**config.mk**
```make
export PLATFORM = sky130hd
export DESIGN_NAME = bcd_time_keeper_flat
export DESIGN_NICKNAME = d
export VERILOG_FILES = /design/src/rtl/bcd_time_keeper_if.sv /design/src/rtl/bcd_time_keeper.sv /design/src/flat_wrapper.sv
export SDC_FILE = /design/constraint.sdc
export NUM_CORES = 1
export LEC_CHECK = 0
export ABC_AREA = 0
export CORE_AREA = 5 5 90 92
export DETAILED_ROUTE_END_ITERATION = 8
export DIE_AREA = 0 0 95 97
export GPL_ROUTABILITY_DRIVEN = 0
export GPL_TIMING_DRIVEN = 0
export PLACE_DENSITY = 0.77
export SLEW_MARGIN = 20
export SYNTH_ARGS = -nofsm -noshare
export SYNTH_HDL_FRONTEND = slang
export SYNTH_SLANG_ARGS = --single-unit
```
**constraint.sdc**
```tcl
create_clock -name clk -period 2.4 [get_ports clk]
set_input_delay 0.48 -clock clk [delete_from_list [all_inputs] [get_ports clk]]
set_output_delay 0.48 -clock clk [all_outputs]
set_load 0.05 [all_outputs]
```
**src/rtl/bcd_time_keeper_if.sv**
```systemverilog
//----------------------------------------------------------------------------
// bcd_time_keeper_if
//
// Purpose: groups the time-set, alarm-write and time-output signals of the
// BCD time keeper into one bundle. The master side (a controller or bench)
// drives the one-second tick, set requests and alarm writes; the slave side
// (the time keeper) returns the registered time and the status pulses.
//
// Signals:
//   ena                    one-second tick qualifier
//   set_vld                load time from set_hh/set_mm/set_ss/set_pm
//   set_hh/set_mm/set_ss   packed BCD time to load (tens [7:4], units [3:0])
//   set_pm                 pm value to load (12-hour build only)
//   alm_wr                 write alarm registers
//   alm_hh/alm_mm          packed BCD alarm time
//   alm_pm                 alarm pm (12-hour build only)
//   alm_on                 alarm armed level
//   hh/mm/ss               current packed BCD time
//   pm                     pm flag
//   day_wrap               one-cycle pulse on day rollover
//   alarm                  one-cycle pulse on alarm match
//   set_err                one-cycle pulse on a rejected set or alarm write
//----------------------------------------------------------------------------
interface bcd_time_keeper_if;
    logic       ena;
    logic       set_vld;
    logic [7:0] set_hh;
    logic [7:0] set_mm;
    logic [7:0] set_ss;
    logic       set_pm;
    logic       alm_wr;
    logic [7:0] alm_hh;
    logic [7:0] alm_mm;
    logic       alm_pm;
    logic       alm_on;
    logic [7:0] hh;
    logic [7:0] mm;
    logic [7:0] ss;
    logic       pm;
    logic       day_wrap;
    logic       alarm;
    logic       set_err;

    modport master (
        output ena, set_vld, set_hh, set_mm, set_ss, set_pm,
        output alm_wr, alm_hh, alm_mm, alm_pm, alm_on,
        input  hh, mm, ss, pm, day_wrap, alarm, set_err
    );

    modport slave (
        input  ena, set_vld, set_hh, set_mm, set_ss, set_pm,
        input  alm_wr, alm_hh, alm_mm, alm_pm, alm_on,
        output hh, mm, ss, pm, day_wrap, alarm, set_err
    );
endinterface

```
**src/rtl/bcd_time_keeper.sv**
```systemverilog
//----------------------------------------------------------------------------
// bcd_time_keeper
//
// Purpose: time-of-day counter kept directly in packed BCD. Advances one
// second per ena tick, supports loading a new time, holds a single alarm
// time and reports day rollover, alarm match and rejected writes as
// registered one-cycle pulses.
//
// Parameters:
//   HOUR24    0 = 12-hour display (12,01..11) with pm flag, 1 = 24-hour
//   ALARM_EN  1 = alarm pulse generated, 0 = alarm output held low
//
// Ports:
//   clk    clock, all state updates on the rising edge
//   reset  synchronous active-high reset
//   bus    slave side of bcd_time_keeper_if (see that file for signals)
//----------------------------------------------------------------------------
module bcd_time_keeper #(
    parameter int HOUR24   = 0,
    parameter int ALARM_EN = 1
) (
    input  logic              clk,
    input  logic              reset,
    bcd_time_keeper_if.slave  bus
);

    // Midnight is shown as 12 AM in the 12-hour build and 00 in the 24-hour one.
    localparam logic [7:0] RESET_HH = (HOUR24 != 0) ? 8'h00 : 8'h12;

    logic [7:0] hh_q, hh_d;
    logic [7:0] mm_q, mm_d;
    logic [7:0] ss_q, ss_d;
    logic       pm_q, pm_d;
    logic [7:0] almHh_q;
    logic [7:0] almMm_q;
    logic       almPm_q;
    logic       dayWrap_q, dayWrap_d;
    logic       alarm_q, alarm_d;
    logic       setErr_q, setErr_d;

    logic       ssCarry;
    logic       mmCarry;
    logic [7:0] incHh;
    logic [7:0] incMm;
    logic [7:0] incSs;
    logic       incPm;
    logic       setOk;
    logic       almOk;
    logic       tick;
    logic       almWrite;

    // Both nibbles must be decimal digits before any range compare is trusted.
    function automatic logic digitsOk(input logic [7:0] v);
        return (v[7:4] <= 4'd9) && (v[3:0] <= 4'd9);
    endfunction

    // With both nibbles decimal, a plain binary compare orders BCD values correctly.
    function automatic logic hourOk(input logic [7:0] h);
        if (HOUR24 != 0)
            return h <= 8'h23;
        else
            return (h >= 8'h01) && (h <= 8'h12);
    endfunction

    function automatic logic timeOk(input logic [7:0] h, input logic [7:0] m,
                                    input logic [7:0] s);
        return digitsOk(h) && digitsOk(m) && digitsOk(s) &&
               (m <= 8'h59) && (s <= 8'h59) && hourOk(h);
    endfunction

    // Add one to a packed BCD value, rolling the units digit into the tens.
    function automatic logic [7:0] bump(input logic [7:0] v);
        if (v[3:0] == 4'd9)
            return {v[7:4] + 4'd1, 4'd0};
        else
            return {v[7:4], v[3:0] + 4'd1};
    endfunction

    // 12-hour display wraps 12 -> 01; 24-hour wraps 23 -> 00.
    function automatic logic [7:0] nextHour(input logic [7:0] h);
        if (HOUR24 != 0)
            return (h == 8'h23) ? 8'h00 : bump(h);
        else
            return (h == 8'h12) ? 8'h01 : bump(h);
    endfunction

    // Candidate time one second ahead of the current time. In 12-hour mode the
    // pm flag flips only when 11:59:59 rolls to 12:00:00; in 24-hour mode it
    // is simply derived from the new hour.
    always_comb begin
        ssCarry = 1'b0;
        mmCarry = 1'b0;
        incSs   = ss_q;
        incMm   = mm_q;
        incHh   = hh_q;
        incPm   = pm_q;

        ssCarry = (ss_q == 8'h59);
        mmCarry = ssCarry && (mm_q == 8'h59);
        incSs   = ssCarry ? 8'h00 : bump(ss_q);
        if (ssCarry)
            incMm = mmCarry ? 8'h00 : bump(mm_q);
        if (mmCarry)
            incHh = nextHour(hh_q);
        if (HOUR24 != 0)
            incPm = (incHh >= 8'h12);
        else
            incPm = pm_q ^ (mmCarry && (hh_q == 8'h11));
    end

    // Next-state selection. A valid set wins over the tick and swallows it;
    // a rejected set lets the tick through. Day-wrap and alarm pulses are only
    // raised by a tick, never by a load, and compare against the alarm value
    // held before any write in this same cycle.
    always_comb begin
        hh_d      = hh_q;
        mm_d      = mm_q;
        ss_d      = ss_q;
        pm_d      = pm_q;
        dayWrap_d = 1'b0;
        alarm_d   = 1'b0;
        setErr_d  = 1'b0;
        setOk     = 1'b0;
        almOk     = 1'b0;
        tick      = 1'b0;
        almWrite  = 1'b0;

        setOk    = bus.set_vld && timeOk(bus.set_hh, bus.set_mm, bus.set_ss);
        almOk    = timeOk(bus.alm_hh, bus.alm_mm, 8'h00);
        tick     = bus.ena && !setOk;
        almWrite = bus.alm_wr && almOk;

        if (setOk) begin
            hh_d = bus.set_hh;
            mm_d = bus.set_mm;
            ss_d = bus.set_ss;
            pm_d = (HOUR24 != 0) ? (bus.set_hh >= 8'h12) : bus.set_pm;
        end else if (tick) begin
            hh_d = incHh;
            mm_d = incMm;
            ss_d = incSs;
            pm_d = incPm;
        end

        dayWrap_d = tick && (incHh == RESET_HH) && (incMm == 8'h00) &&
                    (incSs == 8'h00) && !incPm;

        alarm_d = (ALARM_EN != 0) && tick && bus.alm_on &&
                  (incHh == almHh_q) && (incMm == almMm_q) && (incSs == 8'h00) &&
                  ((HOUR24 != 0) || (incPm == almPm_q));

        setErr_d = (bus.set_vld && !setOk) || (bus.alm_wr && !almOk);
    end

    // Time and pulse registers; reset overrides every other request.
    always_ff @(posedge clk) begin
        if (reset) begin
            hh_q      <= RESET_HH;
            mm_q      <= 8'h00;
            ss_q      <= 8'h00;
            pm_q      <= 1'b0;
            dayWrap_q <= 1'b0;
            alarm_q   <= 1'b0;
            setErr_q  <= 1'b0;
        end else begin
            hh_q      <= hh_d;
            mm_q      <= mm_d;
            ss_q      <= ss_d;
            pm_q      <= pm_d;
            dayWrap_q <= dayWrap_d;
            alarm_q   <= alarm_d;
            setErr_q  <= setErr_d;
        end
    end

    // Alarm registers start at midnight and change only on an accepted write.
    always_ff @(posedge clk) begin
        if (reset) begin
            almHh_q <= RESET_HH;
            almMm_q <= 8'h00;
            almPm_q <= 1'b0;
        end else if (almWrite) begin
            almHh_q <= bus.alm_hh;
            almMm_q <= bus.alm_mm;
            almPm_q <= (HOUR24 != 0) ? 1'b0 : bus.alm_pm;
        end
    end

    assign bus.hh       = hh_q;
    assign bus.mm       = mm_q;
    assign bus.ss       = ss_q;
    assign bus.pm       = pm_q;
    assign bus.day_wrap = dayWrap_q;
    assign bus.alarm    = alarm_q;
    assign bus.set_err  = setErr_q;

endmodule

```
**src/flat_wrapper.sv**
```systemverilog
// flat-port wrapper written by rule: the top's interface ports become plain ports
module bcd_time_keeper_flat 
#(
    parameter int HOUR24   = 0,
    parameter int ALARM_EN = 1
)
  (clk, reset, bus_ena, bus_set_vld, bus_set_hh, bus_set_mm, bus_set_ss, bus_set_pm, bus_alm_wr, bus_alm_hh, bus_alm_mm, bus_alm_pm, bus_alm_on, bus_hh, bus_mm, bus_ss, bus_pm, bus_day_wrap, bus_alarm, bus_set_err);
  bcd_time_keeper_if bus_i ();
  input  logic clk;
  input  logic reset;
  input wire logic [$bits(bus_i.ena)-1:0] bus_ena;
  input wire logic [$bits(bus_i.set_vld)-1:0] bus_set_vld;
  input wire logic [$bits(bus_i.set_hh)-1:0] bus_set_hh;
  input wire logic [$bits(bus_i.set_mm)-1:0] bus_set_mm;
  input wire logic [$bits(bus_i.set_ss)-1:0] bus_set_ss;
  input wire logic [$bits(bus_i.set_pm)-1:0] bus_set_pm;
  input wire logic [$bits(bus_i.alm_wr)-1:0] bus_alm_wr;
  input wire logic [$bits(bus_i.alm_hh)-1:0] bus_alm_hh;
  input wire logic [$bits(bus_i.alm_mm)-1:0] bus_alm_mm;
  input wire logic [$bits(bus_i.alm_pm)-1:0] bus_alm_pm;
  input wire logic [$bits(bus_i.alm_on)-1:0] bus_alm_on;
  output wire logic [$bits(bus_i.hh)-1:0] bus_hh;
  output wire logic [$bits(bus_i.mm)-1:0] bus_mm;
  output wire logic [$bits(bus_i.ss)-1:0] bus_ss;
  output wire logic [$bits(bus_i.pm)-1:0] bus_pm;
  output wire logic [$bits(bus_i.day_wrap)-1:0] bus_day_wrap;
  output wire logic [$bits(bus_i.alarm)-1:0] bus_alarm;
  output wire logic [$bits(bus_i.set_err)-1:0] bus_set_err;
  assign bus_i.ena = bus_ena;
  assign bus_i.set_vld = bus_set_vld;
  assign bus_i.set_hh = bus_set_hh;
  assign bus_i.set_mm = bus_set_mm;
  assign bus_i.set_ss = bus_set_ss;
  assign bus_i.set_pm = bus_set_pm;
  assign bus_i.alm_wr = bus_alm_wr;
  assign bus_i.alm_hh = bus_alm_hh;
  assign bus_i.alm_mm = bus_alm_mm;
  assign bus_i.alm_pm = bus_alm_pm;
  assign bus_i.alm_on = bus_alm_on;
  assign bus_hh = bus_i.hh;
  assign bus_mm = bus_i.mm;
  assign bus_ss = bus_i.ss;
  assign bus_pm = bus_i.pm;
  assign bus_day_wrap = bus_i.day_wrap;
  assign bus_alarm = bus_i.alarm;
  assign bus_set_err = bus_i.set_err;
  bcd_time_keeper #(.HOUR24(HOUR24), .ALARM_EN(ALARM_EN)) u_core (.clk(clk), .reset(reset), .bus(bus_i));
endmodule
```
==> results of run 1 <==
placed cells by master (no fill, tap or decap), drive strengths merged, types with 5 or more instances in the layout:
cell           count
nand4              7
a21oi             25
nand3             17
dfxtp             45
mux2i             19
inv               15
and3b              5
nor3              15
xnor2             17
o21ai             26
ha                10
a211oi            12
xor2               8
nand3b             7
nor4               8
buf               39
clkdlybuf4s50     74
nand2             29
a211o              5
a31oi              6
nor2              58
clkbuf            20
synthesized netlist by cell type (all sizes together) (8+ instances only):
cell type / n
a211oi: 12
a21oi: 25
buf: 9
clkbuf: 14
dfxtp: 45
ha: 10
inv: 15
mux2i: 19
nand2: 29
nand3: 17
nor2: 58
nor3: 15
nor4: 8
o21ai: 26
xnor2: 17
xor2: 8
area by class of cell:
type / count / area, um^2
Timing Repair Buffer: 104 / 975
Fill cell: 597 / 2510
Multi-Input combinational cell: 333 / 2310
Buffer: 22 / 138
Clock buffer: 7 / 86.3
Tap cell: 99 / 124
Sequential cell: 45 / 936
Inverter: 15 / 56.3
per-stage QoR:
step | TNS, ps | worst slack [ps] | total power, W | hold slack [ps]
2_1_floorplan | 0 | 15.7 | 0.000895 | 451
3_3_place_gp | -18910 | -731 | 0.00102 | 475
3_5_place_dp | -19610 | -706 | 0.00103 | 480
4_1_cts | -39.0 | -39.0 | 0.00151 | 497
5_1_grt | -444 | -127 | 0.00156 | 523
6_report | -111 | -58.0 | 0.00151 | 495
critical path: cells and delay by family, from the launching register on:
| family | cells | cell delay [ps] |
|---|---|---|
| compound gates | 2 | 250 |
| xor+xnor | 1 | 220 |
| fa+ha+maj | 1 | 170 |
| buf+inv | 4 | 580 |
| flops | 1 | 370 |
| simple gates | 4 | 780 |
cell families after synthesis:
logic type	after synthesis	share of synthesized area, %
AND/OR/NAND/NOR	175	29.3
AO/OA/AOI/OAI	104	21.3
flip-flops	45	27.8
buffers and inverters	38	5.09
XOR/XNOR	25	6.75
multiplexers	19	5.86
adder cells (fa/ha/maj)	10	3.86
metal layers:
| metal | vias up | global-route usage (%) | wire length, um |
|---|---|---|---|
| met5 | - | 0 | 0 |
| met4 | 0 | 10.5 | 547 |
| met3 | 54 | 4.42 | 881 |
| met2 | 212 | 35.7 | 5120 |
| met1 | 1701 | 27.7 | 4340 |
| li1 | 1745 | - | - |
where the power goes:
part	leakage (nW)	internal (W)	switching, W
Sequential	0.372	0.000750	0.0000156
Combinational	1.41	0.000131	0.000129
Clock	0.0443	0.000229	0.000258
flip-flops by register name, summed over array words and instances, names as in the netlist:
register and count:
u_core.bus.alarm 1, u_core.bus.day_wrap 1, u_core.bus.ss 8, u_core.bus.set_err 1
u_core.bus.mm 8, u_core.almMm_q 8, u_core.almPm_q 1, u_core.almHh_q 8
u_core.bus.hh 8, u_core.bus.pm 1
how the worst max path moves through the flow:
stage               cells past startpoint                        endpoint                           from  slack, ps
floorplan                               9  u_core.bus.day_wrap$_SDFF_PP0_  u_core.bus.mm[4]$_SDFFE_PP0P_         20
global placement                        8  u_core.bus.day_wrap$_SDFF_PP0_                  bus_set_hh[0]       -730
detailed placement                      8  u_core.bus.day_wrap$_SDFF_PP0_                  bus_set_hh[3]       -710
CTS                                     9     u_core.bus.alarm$_SDFF_PP0_  u_core.bus.mm[1]$_SDFFE_PP0P_        -40
global route                           12     u_core.bus.alarm$_SDFF_PP0_  u_core.bus.mm[1]$_SDFFE_PP0P_       -130
finish                                 12     u_core.bus.alarm$_SDFF_PP0_  u_core.bus.mm[1]$_SDFFE_PP0P_        -60
repair_timing:
item | in CTS | in global routing
gates resized for setup | 16 | 38
pin swaps | 7 | 13
cloned | 0 | 0
endpoints found under the hold margin | 0 | 0
endpoints found under the setup margin | 27 | 24
buffers inserted | 10 | 20
==> metrics.log, run 1 <==
INFO  metric outcome = finished with violations
INFO  metric violations = setup timing
INFO  metric drt_drc_violations_left = 0
INFO  metric layoutNonFillerInstCount = 625
INFO  metric timing_max_transition_violations_final = 0
INFO  metric antenna_left = 0
INFO  metric die_area = roughly 0.0092 mm^2
INFO  metric tightest_slew = ~700 ps
INFO  metric areaGrowthSynthToFinish = 42.6%
INFO  metric most_common_flop_cell_mapped_by_yosys = dfxtp_1
INFO  metric grt.total_usage = about 22%
INFO  metric fmaxAchievable = 0.407 GHz
INFO  metric drv.max_cap_violation_count = 0
INFO  metric die_w = approximately 95 um
INFO  metric synth.area.top_cells = dfxtp_1 (28%), nor2_1 (6.7%), mux2i_1 (5.9%)
INFO  metric p_per_area = about 330 mW/mm^2
INFO  metric cts_made_buffers = 5
INFO  metric synth.net_count = 474
INFO  metric initial_utilization = 45.4%
INFO  metric count_of_endpoints_failing_hold_in_the_final_timing_report = 0
INFO  metric drt-wirelength-per-cell = 17.4 um
INFO  metric grt_start_max_net_pins = 13
INFO  metric vias = 3712
INFO  metric post_dp_cell_area = 0.00413 mm^2
INFO  metric path_max_fanout = 6
INFO  metric postRouteWirelength = 10900 um
INFO  metric min_path_cells = 1
INFO  metric tritoncts_clock_tree = yes
INFO  metric layout_min_cycle_time = 2460 ps
INFO  metric top_level_ports = between 70 and 80
INFO  metric synth_sequential_area_ratio = 27.8%
INFO  metric first_global_vias = approximately 3400
INFO  metric num_antenna_cells = 0
INFO  metric rsz0062_at_grt = yes
INFO  metric reg2reg_setup_slack = -60 ps
INFO  metric postSynthCellCount = 416
INFO  metric globalRoute.totalOverflow = 0
INFO  metric end_kind = register
INFO  metric edff_count_synth = 0
INFO  metric floorplan.rows = 31
INFO  metric worstPathCellList = inv_1 > ha_2 > nand3b_1 > buf_6 > nor3_4 > buf_6 > clkbuf_2 > a31o_2 > a31oi_1 > xor2_1 > nand4_1 > nor4_2
INFO  metric postSynthRegisterBits = 45
INFO  metric cp_slowest_stage_delay = 370 ps
INFO  metric detailedPlacementHpwl = 7760 um
INFO  metric ctsHoldBuffers = 0
INFO  metric critPathMostFrequentCell = buf_6
INFO  metric final_cell_area = 0.00462 mm^2
INFO  metric ctsHtreeMaxLevel = 2
INFO  metric power.leakage = about 1.8 nW
INFO  metric clk_pin_slew = 80 ps
INFO  metric ctsLongestPathBuffers = 2
INFO  metric yosysWarnings = 0
INFO  metric criticalPathCategory = register to register
INFO  metric setup.worst_path.start_class = register
INFO  metric cp_data_required_time = approximately 2600 ps
INFO  metric data_arrival_at_the_endpoint_of_the_critical_path = 2670 ps
INFO  metric timing.hold.worst_endpoint = u_core.almHh_q[5]$_SDFFE_PP0P_
INFO  metric drt_first_pass_iters = 7
INFO  metric grt_pass1_wl = 16400 um
INFO  metric floorplan.core_area = ~0.0071 mm^2
INFO  metric port_buffers = 74
INFO  metric cp_slowest_cell = dfxtp_4
INFO  metric antenna_found_initial = 0
INFO  metric synth_area = about 0.0032 mm^2
INFO  metric hold_path_startpoint = u_core.almHh_q[5]$_SDFFE_PP0P_
INFO  metric drive_above_1_share = a little under a fifth
INFO  metric drt_iter0_drc = 313
INFO  metric finish.net_count = 584
INFO  metric tritoncts_num_sinks = between 40 and 50
INFO  metric yosysTopAreaCellShare = between 20% and 30%
INFO  metric worst_hold_path_type = register to register
INFO  metric ctsRootBufferMaster = clkbuf_8
INFO  metric finalSetupViolCount = 2
INFO  metric irDropWorstVdd = 0.000201 V
INFO  metric timing.clock.skew = approximately 4.3 ps
INFO  metric worst_slew_margin_rel = 54.3%
INFO  metric mapped_avg_cell_area = 7.80 um^2
INFO  metric synth.largest_area_cell = dfxtp_1
INFO  metric min_period_over_period = 102%
INFO  metric worstSkewPairLatency = ~300 ps
INFO  metric worst_setup_margin = -58.0 ps
INFO  metric timing.reg2reg.worst_path_depth = 12
INFO  metric synth_cell_type_count = between 60 and 70
INFO  metric fin_util = 64.8%
INFO  metric floorplan.die.height = 97 um
INFO  metric r2r-start = u_core.bus.mm[1]$_SDFFE_PP0P_
INFO  metric detail_route.vias_per_cell = 5.94
INFO  metric placed_cells_incl_taps = 589
INFO  metric r2r_end = u_core.bus.alarm$_SDFF_PP0_
INFO  metric async_reset_ff_share = 0%
Note: power is estimated with default switching activity, not from simulation.
==> inputs of run 2 (changes only) <==
CAP_MARGIN = 20   (was unset)
==> results of run 2 <==
Same layout as run 1: the final DEF is identical, and so are final timing and power.
==> inputs of run 3 (changes only) <==
CORE_AREA = 5 5 125 68   (was 5 5 90 92)
DIE_AREA = 0 0 130 73   (was 0 0 95 97)
PLACE_DENSITY = 0.76   (was 0.77)
SLEW_MARGIN = 10   (was 20)
==> run 3 against run 2 <==
Against the previous run: the run still ends with setup timing left; sequential share of layout area is 0.85 points lower; utilization is 0.62 points lower; wire length rose by 13%; non-clock buffer count rose by 4; hold slack better by 5.4 ps; clock-buffer cell count decreased by 1; flip-flop and latch count unchanged; largest cell class unchanged; largest power group unchanged; highest routed layer unchanged.
==> metrics.log, run 3 (same netlist as run 1, synthesis figures left out) <==
INFO  metric outcome = finished with violations
INFO  metric violations = setup timing
INFO  metric initial_utilization = 43.3% (-2.1 points)
INFO  metric worst_slew_margin_rel = 56.3% (+2.0 points)
INFO  metric hold_ws = 500 ps (+5.44 ps)
INFO  metric tritoncts_clock_tree = yes
INFO  metric die_area = 0.00949 mm^2 (+3.0%)
INFO  metric num_antenna_cells = 0 (unchanged)
INFO  metric grt.total_usage = 24.7% (+2.6 points)
INFO  metric worstSetupEndpoint = u_core.bus.day_wrap$_SDFF_PP0_
INFO  metric antenna_found_initial = 0 (unchanged)
INFO  metric count_of_endpoints_failing_hold_in_the_final_timing_report = 0 (unchanged)
INFO  metric p_int = 0.00127 W (+14%)
INFO  metric multi_input_comb_area = 0.00240 mm^2 (+4.1%)
INFO  metric power.share.clock = 38.7% (+6.5 points)
INFO  metric finish.net_count = 588 (+0.68%)
INFO  metric timing.clock.skew = 9.73 ps (+5.47 ps)
INFO  metric worstSkewPairLatency = 300 ps (about the same)
INFO  metric min_period_over_period = 105% (+2.3 points)
INFO  metric irDropWorstVdd = 0.000250 V (+24%)
INFO  metric worst_hold_path_type = register to register
INFO  metric die_w = 130 um (+37%)
INFO  metric tightest_slew = 656 ps (-30.3 ps)
INFO  metric areaGrowthSynthToFinish = 48.0%
INFO  metric p_sw_share = 25.9% (-0.72 points)
INFO  metric sequential_cell_area = 931 um^2 (-0.53%)
INFO  metric share_comb_of_total_power = 16.3% (-0.9 points)
INFO  metric tritoncts_num_sinks = 45 (unchanged)
INFO  metric data_arrival_at_the_endpoint_of_the_critical_path = 2710 ps (+40 ps)
INFO  metric worst_setup_margin = -114 ps (-56.2 ps)
INFO  metric drive_above_1_share = 21.9% (+3.3 points)
INFO  metric drt_first_pass_iters = 7 (unchanged)
INFO  metric setup.worst_path.start_class = register
INFO  metric postRouteWirelength = 12300 um (+13%)
INFO  metric reg2reg_setup_slack = -110 ps (-60 ps)
INFO  metric drt_iter0_drc = 466 (+49%)
INFO  metric detail_route.vias_per_cell = 6.15 (+3.5%)
INFO  metric floorplan.rows = 23 (-26%)
INFO  metric power.leakage = 1.93 nW (+5.5%)
INFO  metric cts_made_buffers = 5 (unchanged)
INFO  metric cp_data_required_time = 2600 ps (about the same)
INFO  metric ctsRootBufferMaster = clkbuf_16
INFO  metric final_cell_area = 0.00480 mm^2 (+3.8%)
INFO  metric globalRoute.totalOverflow = 0 (unchanged)
INFO  metric fillCellCount = 611 (+2.3%)
INFO  metric rsz0062_at_grt = yes
INFO  metric criticalPathCategory = register to register
INFO  metric layoutNonFillerInstCount = 630 (+0.80%)
INFO  metric first_global_vias = 3493 (+2.2%)
INFO  metric port_buffers = 74 (unchanged)
INFO  metric finalSetupViolCount = 2 (unchanged)
INFO  metric layout_commonest_cell = clkdlybuf4s50_1
INFO  metric drv.max_cap_violation_count = 0 (unchanged)
INFO  metric floorplan.die.height = 73 um (-25%)
INFO  metric grt_pass1_wl = 18200 um (+11%)
INFO  metric clk_pin_slew = 60 ps (-20 ps)
INFO  metric detailedPlacementHpwl = 8520 um (+9.7%)
INFO  metric path_max_fanout = 6 (unchanged)
INFO  metric ctsHtreeMaxLevel = 2 (unchanged)
INFO  metric layout_min_cycle_time = 2510 ps (+56.2 ps)
INFO  metric p_per_area = 356 mW/mm^2 (+9.0%)
INFO  metric netSwitchingPower = 0.000443 W (+10%)
INFO  metric top_level_ports = 76 (unchanged)
INFO  metric timing_max_transition_violations_final = 0 (unchanged)
INFO  metric post_dp_cell_area = 0.00413 mm^2 (about the same)
INFO  metric p_seq_share = 45.0% (-5.6 points)
INFO  metric fmaxAchievable = 0.398 GHz (-2.2%)
INFO  metric floorplan.core_area = 0.00748 mm^2 (+4.8%)
INFO  metric timing.reg2reg.worst_path_depth = 9 (-3)
INFO  metric vias = 3874 (+4.4%)
INFO  metric ctsLongestPathBuffers = 2 (unchanged)
INFO  metric grt_start_max_net_pins = 14 (+1)
INFO  metric drt-wirelength-per-cell = 19.5 um (+12%)
INFO  metric antenna_left = 0 (unchanged)
INFO  metric placed_cells_incl_taps = 590 (+0.17%)
INFO  metric most-common-layout-cells = clkdlybuf4s50_1 (70), nor2_1 (53), buf_4 (37)
INFO  metric critPathLaunch = u_core.bus.ss[5]$_SDFFE_PP0P_
INFO  metric r2r-start = u_core.bus.ss[5]$_SDFFE_PP0P_
INFO  metric end_kind = register
INFO  metric r2r_end = u_core.bus.day_wrap$_SDFF_PP0_
INFO  metric drt_drc_violations_left = 0 (unchanged)
[run 3: changes by cell type in the layout (fill, tap and decap cells not counted), sizes merged]
cell           delta
buf               +5
dlymetal6s2s      +3
clkinv            +1
clkdlybuf4s50     -4
clkbuf            -2
dlygate4sd2       +1
[run 3: worst min-delay path by stage]
stage	startpoint	end	cells past startpoint
floorplan	u_core.almHh_q[7]$_SDFFE_PP0P_	u_core.almHh_q[7]$_SDFFE_PP0P_	1
global placement	u_core.almHh_q[7]$_SDFFE_PP0P_	u_core.almHh_q[7]$_SDFFE_PP0P_	1
detailed placement	u_core.almHh_q[7]$_SDFFE_PP0P_	u_core.almHh_q[7]$_SDFFE_PP0P_	1
CTS	u_core.almHh_q[1]$_SDFFE_PP1P_	u_core.almHh_q[1]$_SDFFE_PP1P_	1
global route	u_core.almHh_q[7]$_SDFFE_PP0P_	u_core.almHh_q[7]$_SDFFE_PP0P_	1
finish	u_core.almHh_q[7]$_SDFFE_PP0P_	u_core.almHh_q[7]$_SDFFE_PP0P_	1
[run 3: critical path, stage by stage, from the launching register on]
cell and delay (ps):
dfxtp_4 370, inv_2 60, ha_4 150, nand3b_4 120, or4_1 540, buf_4 180
a211o_1 300, a221oi_2 260, nand4_1 180, nor4_2 250
[run 3: routing by layer]
metal  track usage (%)  wire, um  up-vias
met2              35.4      5120      299
met1              36.1      5290     1780
met4              5.53       258        0
met3              8.04      1640       37
met5                 0         0        -
li1                  -         -     1758
[run 3: power by group through the flow]
stage	clock network, W	registers [W]	logic (W)
after global placement	0	0.000787	0.000243
final	0.000663	0.000770	0.000279
after detailed placement	0	0.000787	0.000246
after global routing	0.000701	0.000771	0.000295
after floorplan	0	0.000814	0.0000814
after CTS	0.000672	0.000772	0.000260
[run 3: layout make-up]
type | instances | area share [%]
timing repair buffer | 109 | 21.1
clock buffer | 6 | 2.68
buffer | 21 | 2.87
clock inverter | 1 | 0.104
multi-input combinational | 333 | 50.1
tap | 100 | 2.61
sequential | 45 | 19.4
inverter | 15 | 1.17
[run 3: timing repair]
action,4_1_cts,5_1_grt
buffers inserted,16,19
gates resized for setup,28,46
pin swaps,8,16
endpoints found under the setup margin,37,40
endpoints found under the hold margin,0,0
hold buffers,0,0
[run 3: through the flow]
| stage | worst slack (ps) | utilization (%) | TNS [ps] | total power (W) |
|---|---|---|---|---|
| after floorplan | 15.7 | - | 0 | 0.000895 |
| after detailed placement | -1160 | 55.2 | -33120 | 0.00103 |
| after CTS | -25.0 | 60.1 | -25.0 | 0.00170 |
| final | -114 | 64.2 | -152 | 0.00171 |
| after global routing | -217 | 64.2 | -334 | 0.00177 |
| after global placement | -1120 | 55.2 | -29640 | 0.00103 |
